===== src/rtl/window_filter_pkg.sv =====
// Shared definitions for the window statistics filter: mode encodings and
// elaboration-time helpers for tree depth, reciprocal and centre position.
package window_filter_pkg;

  typedef enum logic [1:0] {
    MODE_MEAN   = 2'd0,
    MODE_MIN    = 2'd1,
    MODE_MAX    = 2'd2,
    MODE_CENTRE = 2'd3
  } mode_e;

  // Smallest r with 2**r >= n.
  function automatic int clog2(input int n);
    int r;
    r = 0;
    for (int i = 0; i < 31; i++) begin
      if ((32'sd1 <<< i) < n) begin
        r = i + 1;
      end else begin
        r = r;
      end
    end
    return r;
  endfunction

  // ceil(2**frac / n), used to turn the division by N into a multiply.
  function automatic logic [63:0] recip(input int n, input int frac);
    logic [63:0] num;
    num = 64'd1 << frac;
    return (num + 64'(n) - 64'd1) / 64'(n);
  endfunction

  // Row-major index of the centre pixel; for even WIN this picks the
  // lower-right pixel of the central 2x2 group.
  function automatic int centre_index(input int win);
    return (win / 2) * win + win / 2;
  endfunction

  // Number of elements left after lvl pairwise tree levels starting from n.
  function automatic int lvl_cnt(input int n, input int lvl);
    return (n + (32'sd1 <<< lvl) - 32'sd1) >>> lvl;
  endfunction

endpackage


===== src/rtl/window_stat_filter_reduce_stage.sv =====
// One registered level of the sum/min/max reduction trees. Adjacent pairs
// are combined; an odd trailing element is carried through unchanged.
module reduce_stage #(
  parameter int N_IN  = 9,
  parameter int W     = 8,
  parameter int SW    = 12,
  parameter int N_OUT = (N_IN + 1) / 2
) (
  input  logic                clk,
  input  logic                en,
  input  logic [N_IN*SW-1:0]  sum_i,
  input  logic [N_IN*W-1:0]   min_i,
  input  logic [N_IN*W-1:0]   max_i,
  output logic [N_OUT*SW-1:0] sum_o,
  output logic [N_OUT*W-1:0]  min_o,
  output logic [N_OUT*W-1:0]  max_o
);

  logic [N_OUT*SW-1:0] sum_d, sum_q;
  logic [N_OUT*W-1:0]  min_d, min_q;
  logic [N_OUT*W-1:0]  max_d, max_q;

  // Partner index of output i; clamped onto itself for the odd tail so no
  // select ever leaves the input vector.
  function automatic int hi_idx(input int i);
    return (2 * i + 1 < N_IN) ? (2 * i + 1) : (2 * i);
  endfunction

  // Combine element pairs when the pipeline advances, otherwise hold.
  always_comb begin
    sum_d = sum_q;
    min_d = min_q;
    max_d = max_q;
    if (en) begin
      for (int i = 0; i < N_OUT; i++) begin
        if (2 * i + 1 < N_IN) begin
          sum_d[i*SW +: SW] = sum_i[(2*i)*SW +: SW] + sum_i[hi_idx(i)*SW +: SW];
          min_d[i*W +: W]   = (min_i[(2*i)*W +: W] < min_i[hi_idx(i)*W +: W]) ?
                              min_i[(2*i)*W +: W] : min_i[hi_idx(i)*W +: W];
          max_d[i*W +: W]   = (max_i[(2*i)*W +: W] > max_i[hi_idx(i)*W +: W]) ?
                              max_i[(2*i)*W +: W] : max_i[hi_idx(i)*W +: W];
        end else begin
          sum_d[i*SW +: SW] = sum_i[(2*i)*SW +: SW];
          min_d[i*W +: W]   = min_i[(2*i)*W +: W];
          max_d[i*W +: W]   = max_i[(2*i)*W +: W];
        end
      end
    end else begin
      sum_d = sum_q;
      min_d = min_q;
      max_d = max_q;
    end
  end

  // Level registers; pure data, validity is tracked by the parent.
  always_ff @(posedge clk) begin
    sum_q <= sum_d;
    min_q <= min_d;
    max_q <= max_d;
  end

  assign sum_o = sum_q;
  assign min_o = min_q;
  assign max_o = max_q;

endmodule


===== src/rtl/window_stat_filter.sv =====
// WIN x WIN window reducer: per-beat rounded mean, minimum, maximum or
// centre bypass, fully pipelined with a single global stall enable.
module window_stat_filter
  import window_filter_pkg::*;
#(
  parameter int WIN     = 3,
  parameter int COLOR_W = 8
) (
  input  logic                       clk,
  input  logic                       rst,
  input  logic                       in_valid,
  output logic                       in_ready,
  input  logic [COLOR_W*WIN*WIN-1:0] in_data,
  input  logic [1:0]                 in_mode,
  input  logic                       in_last,
  output logic                       out_valid,
  input  logic                       out_ready,
  output logic [COLOR_W-1:0]         out_data,
  output logic                       out_last
);

  localparam int N       = WIN * WIN;
  localparam int NLOG    = clog2(N);
  localparam int SUM_W   = COLOR_W + NLOG;
  localparam int FRAC    = SUM_W + 1 + NLOG;
  localparam int RECIP_W = FRAC + 1;
  localparam int PROD_W  = SUM_W + 1 + RECIP_W;
  localparam int CTR     = centre_index(WIN);
  localparam logic [RECIP_W-1:0] RECIP_V = RECIP_W'(recip(N, FRAC));
  localparam logic [SUM_W:0]     HALF_V  = (SUM_W + 1)'(N / 2);

  logic                 en_s;
  logic [N*SUM_W-1:0]   pix_sum_s;

  // Sideband travelling alongside the trees.
  logic [NLOG-1:0]      vld_d, vld_q;
  logic [NLOG-1:0]      last_d, last_q;
  logic [1:0]           mode_d [NLOG];
  logic [1:0]           mode_q [NLOG];
  logic [COLOR_W-1:0]   ctr_d [NLOG];
  logic [COLOR_W-1:0]   ctr_q [NLOG];

  logic [SUM_W-1:0]     tree_sum_s;
  logic [COLOR_W-1:0]   tree_min_s, tree_max_s;
  logic [SUM_W:0]       sum_rnd_s;
  logic [PROD_W-1:0]    prod_s;
  logic [COLOR_W-1:0]   mean_s, result_s;

  logic                 out_valid_d, out_valid_q;
  logic                 out_last_d, out_last_q;
  logic [COLOR_W-1:0]   out_data_d, out_data_q;

  // Every stage moves together; the only stall source is a held output.
  assign en_s     = ~out_valid_q | out_ready;
  assign in_ready = en_s;

  // Zero-extend each pixel to the adder-tree width.
  always_comb begin
    pix_sum_s = '0;
    for (int k = 0; k < N; k++) begin
      pix_sum_s[k*SUM_W +: SUM_W] = SUM_W'(in_data[k*COLOR_W +: COLOR_W]);
    end
  end

  for (genvar l = 0; l < NLOG; l++) begin : g_lvl
    localparam int CI = lvl_cnt(N, l);
    localparam int CO = lvl_cnt(N, l + 1);
    logic [CO*SUM_W-1:0]   sum_o;
    logic [CO*COLOR_W-1:0] min_o;
    logic [CO*COLOR_W-1:0] max_o;
    if (l == 0) begin : g_first
      reduce_stage #(.N_IN(CI), .W(COLOR_W), .SW(SUM_W)) u_stage (
        .clk   (clk),
        .en    (en_s),
        .sum_i (pix_sum_s),
        .min_i (in_data),
        .max_i (in_data),
        .sum_o (sum_o),
        .min_o (min_o),
        .max_o (max_o)
      );
    end else begin : g_next
      reduce_stage #(.N_IN(CI), .W(COLOR_W), .SW(SUM_W)) u_stage (
        .clk   (clk),
        .en    (en_s),
        .sum_i (g_lvl[l-1].sum_o),
        .min_i (g_lvl[l-1].min_o),
        .max_i (g_lvl[l-1].max_o),
        .sum_o (sum_o),
        .min_o (min_o),
        .max_o (max_o)
      );
    end
  end

  assign tree_sum_s = g_lvl[NLOG-1].sum_o;
  assign tree_min_s = g_lvl[NLOG-1].min_o;
  assign tree_max_s = g_lvl[NLOG-1].max_o;

  // Shift valid, mode, last and centre pixel one stage per advance.
  always_comb begin
    vld_d  = vld_q;
    last_d = last_q;
    mode_d = mode_q;
    ctr_d  = ctr_q;
    if (en_s) begin
      vld_d[0]  = in_valid;
      last_d[0] = in_last;
      mode_d[0] = in_mode;
      ctr_d[0]  = in_data[CTR*COLOR_W +: COLOR_W];
      for (int i = 1; i < NLOG; i++) begin
        vld_d[i]  = vld_q[i-1];
        last_d[i] = last_q[i-1];
        mode_d[i] = mode_q[i-1];
        ctr_d[i]  = ctr_q[i-1];
      end
    end else begin
      vld_d  = vld_q;
      last_d = last_q;
      mode_d = mode_q;
      ctr_d  = ctr_q;
    end
  end

  // Valid bits are the only sideband state that reset must clear.
  always_ff @(posedge clk) begin
    if (rst) begin
      vld_q <= '0;
    end else begin
      vld_q <= vld_d;
    end
  end

  // Sideband payload registers.
  always_ff @(posedge clk) begin
    last_q <= last_d;
    mode_q <= mode_d;
    ctr_q  <= ctr_d;
  end

  // Rounded mean via reciprocal multiply (exact over the full sum range),
  // then select the result for this beat's mode.
  always_comb begin
    sum_rnd_s = (SUM_W + 1)'(tree_sum_s) + HALF_V;
    prod_s    = PROD_W'(sum_rnd_s) * PROD_W'(RECIP_V);
    mean_s    = COLOR_W'(prod_s >> FRAC);
    result_s  = ctr_q[NLOG-1];
    case (mode_q[NLOG-1])
      MODE_MEAN: result_s = mean_s;
      MODE_MIN:  result_s = tree_min_s;
      MODE_MAX:  result_s = tree_max_s;
      default:   result_s = ctr_q[NLOG-1];
    endcase
  end

  // Output stage loads on advance and holds while stalled.
  always_comb begin
    out_valid_d = out_valid_q;
    out_data_d  = out_data_q;
    out_last_d  = out_last_q;
    if (en_s) begin
      out_valid_d = vld_q[NLOG-1];
      out_data_d  = result_s;
      out_last_d  = last_q[NLOG-1];
    end else begin
      out_valid_d = out_valid_q;
      out_data_d  = out_data_q;
      out_last_d  = out_last_q;
    end
  end

  // Output registers, cleared by reset so nothing stale is presented.
  always_ff @(posedge clk) begin
    if (rst) begin
      out_valid_q <= 1'b0;
      out_data_q  <= '0;
      out_last_q  <= 1'b0;
    end else begin
      out_valid_q <= out_valid_d;
      out_data_q  <= out_data_d;
      out_last_q  <= out_last_d;
    end
  end

  assign out_valid = out_valid_q;
  assign out_data  = out_data_q;
  assign out_last  = out_last_q;

endmodule


===== config.mk =====
export PLATFORM = sky130hd
export DESIGN_NAME = window_stat_filter
export DESIGN_NICKNAME = d
export VERILOG_FILES = /design/src/rtl/window_filter_pkg.sv /design/src/rtl/window_stat_filter_reduce_stage.sv /design/src/rtl/window_stat_filter.sv
export SDC_FILE = /design/constraint.sdc
export NUM_CORES = 1
export LEC_CHECK = 0
export ABC_AREA = 0
export BUFFER_PORTS_ARGS = -buffer_cell sky130_fd_sc_hd__buf_2
export CAP_MARGIN = 15
export CORE_ASPECT_RATIO = 1.25
export CORE_MARGIN = 3
export CORE_UTILIZATION = 41
export CTS_BUF_LIST = sky130_fd_sc_hd__clkbuf_4
export CTS_CLUSTER_SIZE = 40
export DETAILED_ROUTE_END_ITERATION = 16
export PLACE_DENSITY = 0.67
export SYNTH_ARGS = -nofsm -noshare
export SYNTH_HDL_FRONTEND = slang
export SYNTH_SLANG_ARGS = --single-unit

===== constraint.sdc =====
create_clock -name clk -period 12.6 [get_ports clk]
set_input_delay 0.63 -clock clk [delete_from_list [all_inputs] [get_ports clk]]
set_output_delay 0.63 -clock clk [all_outputs]
set_load 0.03 [all_outputs]

Word-level counts from Yosys, hierarchy flattened
Cells that the tools add are included.

$add $sub $neg: 9. $mul: 1. $lt $le $gt $ge: 16. Equal/unequal tests: 2. Multiplexer cells: 17. Bitwise gates (word level): 2. Reduce and logical (&&, ||, !) cells: 1.

Operators with widths (count): two-way mux 8 bit (16); > comparator 8 bit (8); < comparator 8 bit (8); adder 12 bit (3); adder 8 x 8 -> 9 bit (4); case mux 8 bit (3 select lines) (1); multiplier 13 x 12 -> 23 bit, second input constant (1); adder 12 x 3 -> 13 bit, second input constant (1); adder 12 x 8 -> 12 bit (1); == test 2 x 1 -> 1 bit, second input constant (1); == test 2 bit, second input constant (1); zero test 2 bit (1); NOT 1 bit (1); OR 1 bit (1).

Flip-flop bits (word level): 354. Input bits: 79. Word-level logic and storage cells: 73.

Depth between registers and ports, before layout
Depth in word-level cells: 3. Mapped depth: 22.

Hierarchy
A second synthesis with hierarchy kept.

Cell total of the unflattened synthesis: 1705. Area total of the unflattened synthesis: 21846.0 um^2.

By module, submodules not included: reduce_stage (g_lvl[0].g_first.u_stage) (instances 1, cells each 634, area an instance 8247.9 um^2, sequential area each 4204.0 um^2); reduce_stage (g_lvl[1].g_next.u_stage) (instances 1, cells each 333, area an instance 4571.9 um^2, sequential area each 2522.4 um^2); window_stat_filter (instances 1, cells each 402, area an instance 4389.2 um^2, sequential area each 1601.5 um^2); reduce_stage (g_lvl[2].g_next.u_stage) (instances 1, cells each 182, area an instance 2738.9 um^2, sequential area each 1681.6 um^2); reduce_stage (g_lvl[3].g_next.u_stage) (instances 1, cells each 154, area an instance 1898.1 um^2, sequential area each 840.8 um^2).

Least setup slack after synthesis
OpenSTA, ideal clock, no wires.

Path kind: input to register. Start: in out_ready. End: reg out_data_q[1] (netlist: out_data[1]). Arrival time: 9.584 ns. Setup slack: 2.861 ns. Stages on the path: 8. Buffers on the path: 1. Cells stage by stage: nor2b_1 inv_1 clkbuf_1 nand2_1 a221oi_1 o21ai_0 mux2i_1 nor3_1.

Word-level cells in the longest chain between the ends: 1.

Ends and longest elaborated chain: from (decl) (RTL line window_stat_filter.sv:17) `input logic out_ready,`; OR 1 bit (RTL line window_stat_filter.sv:54) `assign en_s = ~out_valid_q | out_ready;`; net in_ready (RTL line window_stat_filter.sv:12) `output logic in_ready,`; to (signal assigned) (RTL line window_stat_filter.sv:180) `out_data_q <= out_data_d;`; to (decl) (RTL line window_stat_filter.sv:51) `logic [COLOR_W-1:0] out_data_d, out_data_q;`.

The timed path passes the listed nets, and every way through them passes these cells. A chain may end at the register's enable or synchronous reset.

Final worst setup path
Start: reg g_lvl[3].g_next.u_stage.sum_q[2]. End: reg out_data_q[0] (netlist: out_data[0]).

Word-level cells in the longest chain between the ends: 3.

Ends and longest elaborated chain: from (decl) (RTL line window_stat_filter_reduce_stage.sv:19) `logic [N_OUT*SW-1:0] sum_d, sum_q;`; from (signal assigned) (RTL line window_stat_filter_reduce_stage.sv:57) `sum_q <= sum_d;`; adder 12 x 3 -> 13 bit (RTL line window_stat_filter.sv:144) `sum_rnd_s = (SUM_W + 1)'(tree_sum_s) + HALF_V;`; multiplier 13 x 12 -> 23 bit (RTL line window_stat_filter.sv:145) `prod_s = PROD_W'(sum_rnd_s) * PROD_W'(RECIP_V);`; case mux 8 bit (3 select lines) (RTL line window_stat_filter.sv:148) `case (mode_q[NLOG-1])`.

No other way between the ends.

==> metrics.csv <==
metric,value,unit
status,completed,
Setup WS pre-CTS,6750,ps
critical path's largest stage delay,780,ps
Netlist Area Pre-Place,18000,µm²
first-pass GRT wire length,58.4,mm
Synth warnings,0,
Clock Latency Late Sink,760,ps
detailed router's first-iteration violation count,488,
post-cts sizing count,0,
vias post-DR,11200,
num ports,90,
"Async S/R FF share, synth",0,%
Worst EP required,13270,ps
Layout Nets,1967,
HPWL Detailed,28.3,mm
initial antenna violation count,1,
clk root buf,clkbuf_4,
cell with the most instances after synthesis,edfxtp_1,
share of post-route cells with drive strength above 1,20.8,%
register area share after synthesis,47.6,%
Initial Util,41.6,%
DR DRC count,0,
total track usage,16.3,%
Main synth FF type,edfxtp_1,
die area,46300,µm²
WL final,36.7,mm
Mean Syn Cell Area,12.3,µm²
"Area growth, synth to finish",12.1,%
post-synth net total,1800,
register bit total from synthesis,289,
WS Path Type,reg -> reg,
cells after synthesis,1456,
TritonCTS Buffers,75,
"Period Utilization, post-route",47.7,%
number of max-cap violations,0,
Yosys cell types,60,
hold crit path type,in -> reg,
CTS tree,yes,
Die Y,240,µm
Synth area leaders,"edfxtp_1 46%, ha_1 16%, mux2_2 5.6%",
CTS sink cnt,289,
WHS,102,ps
crit path time final,6010,ps
endpoints failing setup,0,
DIE WIDTH,193,µm
Worst-Margin Slew,1130,ps
largest net degree at the start of global routing,121,
Critical Path End Type,flip-flop,
crit path launch type,flip-flop,
commonest cells in the netlist,"275 x edfxtp_1, 235 x inv_1, 229 x ha_1",
total iterations of the first detailed-routing run,5,
fin. max-slew vios,0,
Setup Skew,53.6,ps
FMAX,0.166,GHz
vias in the first global route,11700,
Setup Total Neg Slack,0,ps
"critical path, cell by cell",ha_1 > nand2_1 > nor2_1 > xnor2_1 > inv_1 > fa_1 > inv_1 > ha_1 > inv_1 > fa_1 > inv_1 > fa_1 > inv_1 > fa_1 > inv_1 > ha_1 > nand2_1 > a21oi_1 > a2111oi_0 > a21oi_1 > nand2b_1 > o21ai_0,
CP most frequent cell,inv_1,
unrepaired setup endpoints after global routing,false,
core outline area,43200,µm²
site row count,85,
Worst slew margin,24.4,%
Final Hold Vio Count,0,
post-synth top area share,46.0,%
CTS max path bufs,3,
Crit Path Max Fanout,6,
Setup WS post-layout,6590,ps
"area leader, netlist",edfxtp_1,
routed wire length per instance,16.4,µm
vias per cell,4.97,
CTS H-tree depth,3,
number of flops mapped to enable cells by yosys,275,
gpl congestion,0.852,
antenna-violating nets left,0,
crit path max-delay cell type,a2111oi_0,
critical path arrival,6680,ps
input/output buffers,89,
gr ovfl total,0,
clock-pin transition on the worst setup and hold timing paths,70,ps
[critical path: cells and delay by family (launching register included)]
family / cells / cell delay [ps]
xor gates and xnor gates: 1 / 330
adders and majority gates: 7 / 3010
DFF: 1 / 490
AOI/OAI and AO/OA: 4 / 1210
and+or+nand+nor: 4 / 460
buffers and inverters: 6 / 430
[cells by family after synthesis]
group           synth area share (%)
fa+ha+maj                       20.0
compound gates                  8.75
buf+inv                         5.35
mux                             9.15
simple gates                    5.80
flops                           47.6
xor+xnor                        3.42
[through the flow]
step                      utilization (%)  cells  instance area (µm²)
after floorplan                         -   1456                18000
after global placement               44.1   2101                19100
after detailed placement             44.1   2101                19100
after CTS                            46.6   2243                20100
after global routing                 46.6   2244                20100
final                                46.6   2244                20100
[area by class of cell]
type | count | area [µm²]
Fill cell | 4011 | 23000
Sequential cell | 289 | 8540
Multi-Input combinational cell | 920 | 8450
Inverter | 235 | 890
Clock buffer | 103 | 773
Tap cell | 565 | 707
Timing Repair Buffer | 102 | 568
Clock inverter | 29 | 199
Antenna cell | 1 | 2.50
[cell usage in the layout (no fill, tap or decap), types with 8 or more instances in the layout]
master and instances:
a21boi_0 8, a21o_1 26, a21oi_1 65, a21oi_2 9
and3_1 12, buf_2 89, clkbuf_4 103, clkinv_1 18
dfxtp_1 14, dlygate4sd3_1 10, edfxtp_1 275, fa_1 36
ha_1 229, inv_1 234, mux2_2 89, mux2_4 32
mux2i_1 16, nand2_1 40, nand2b_1 20, nand3_1 15
nand4_1 16, nor2_1 62, nor2b_1 17, nor3_1 11
o21a_1 11, o21ai_0 47, o21bai_1 15, xnor2_1 44
xor2_1 26
[state kept, by name (all words and copies together) (netlist names), 4 cells and up]
register and flops:
ctr_q 32, g_lvl.g_next.u_stage.min_o 32, g_lvl.g_first.u_stage.min_o 32, g_lvl.g_first.u_stage.max_o 40
g_lvl.g_first.u_stage.sum_o 36, vld_q 4, out_data 8, g_lvl.g_next.u_stage.sum_o 44
last_q 4, g_lvl.g_next.u_stage.max_o 47, mode_q 8
[path summary, 6_finish.rpt]
kind                            slack (ps)                                         from  cells past startpoint                                      endpoint
worst max-delay path                  6590   g_lvl[3].g_next.u_stage.sum_o[2]$_DFFE_PP_                     22                      out_data[0]$_SDFFE_PP0P_
worst min-delay path                   100                                  in_data[68]                      1  g_lvl[0].g_first.u_stage.max_o[36]$_DFFE_PP_
worst max register to register        6590   g_lvl[3].g_next.u_stage.sum_o[2]$_DFFE_PP_                     22                      out_data[0]$_SDFFE_PP0P_
worst min register to register         400  g_lvl[1].g_next.u_stage.max_o[22]$_DFFE_PP_                      0   g_lvl[2].g_next.u_stage.max_o[14]$_DFFE_PP_
[per-layer routing]
layer	part of all wire (%)	global-route usage, %
met1	41	18.6
met2	52	29.0
met3	3.9	3.18
met4	4.0	7.96
met5	0	0
[what timing repair did]
action | 4_1_cts | 5_1_grt
hold endpoints to repair | 10 | 0
hold buffers | 10 | 0
buffers inserted | 0 | 0
Power is not shown: default switching activity piles up to over one toggle a cycle in this logic, so the estimate is an artifact.
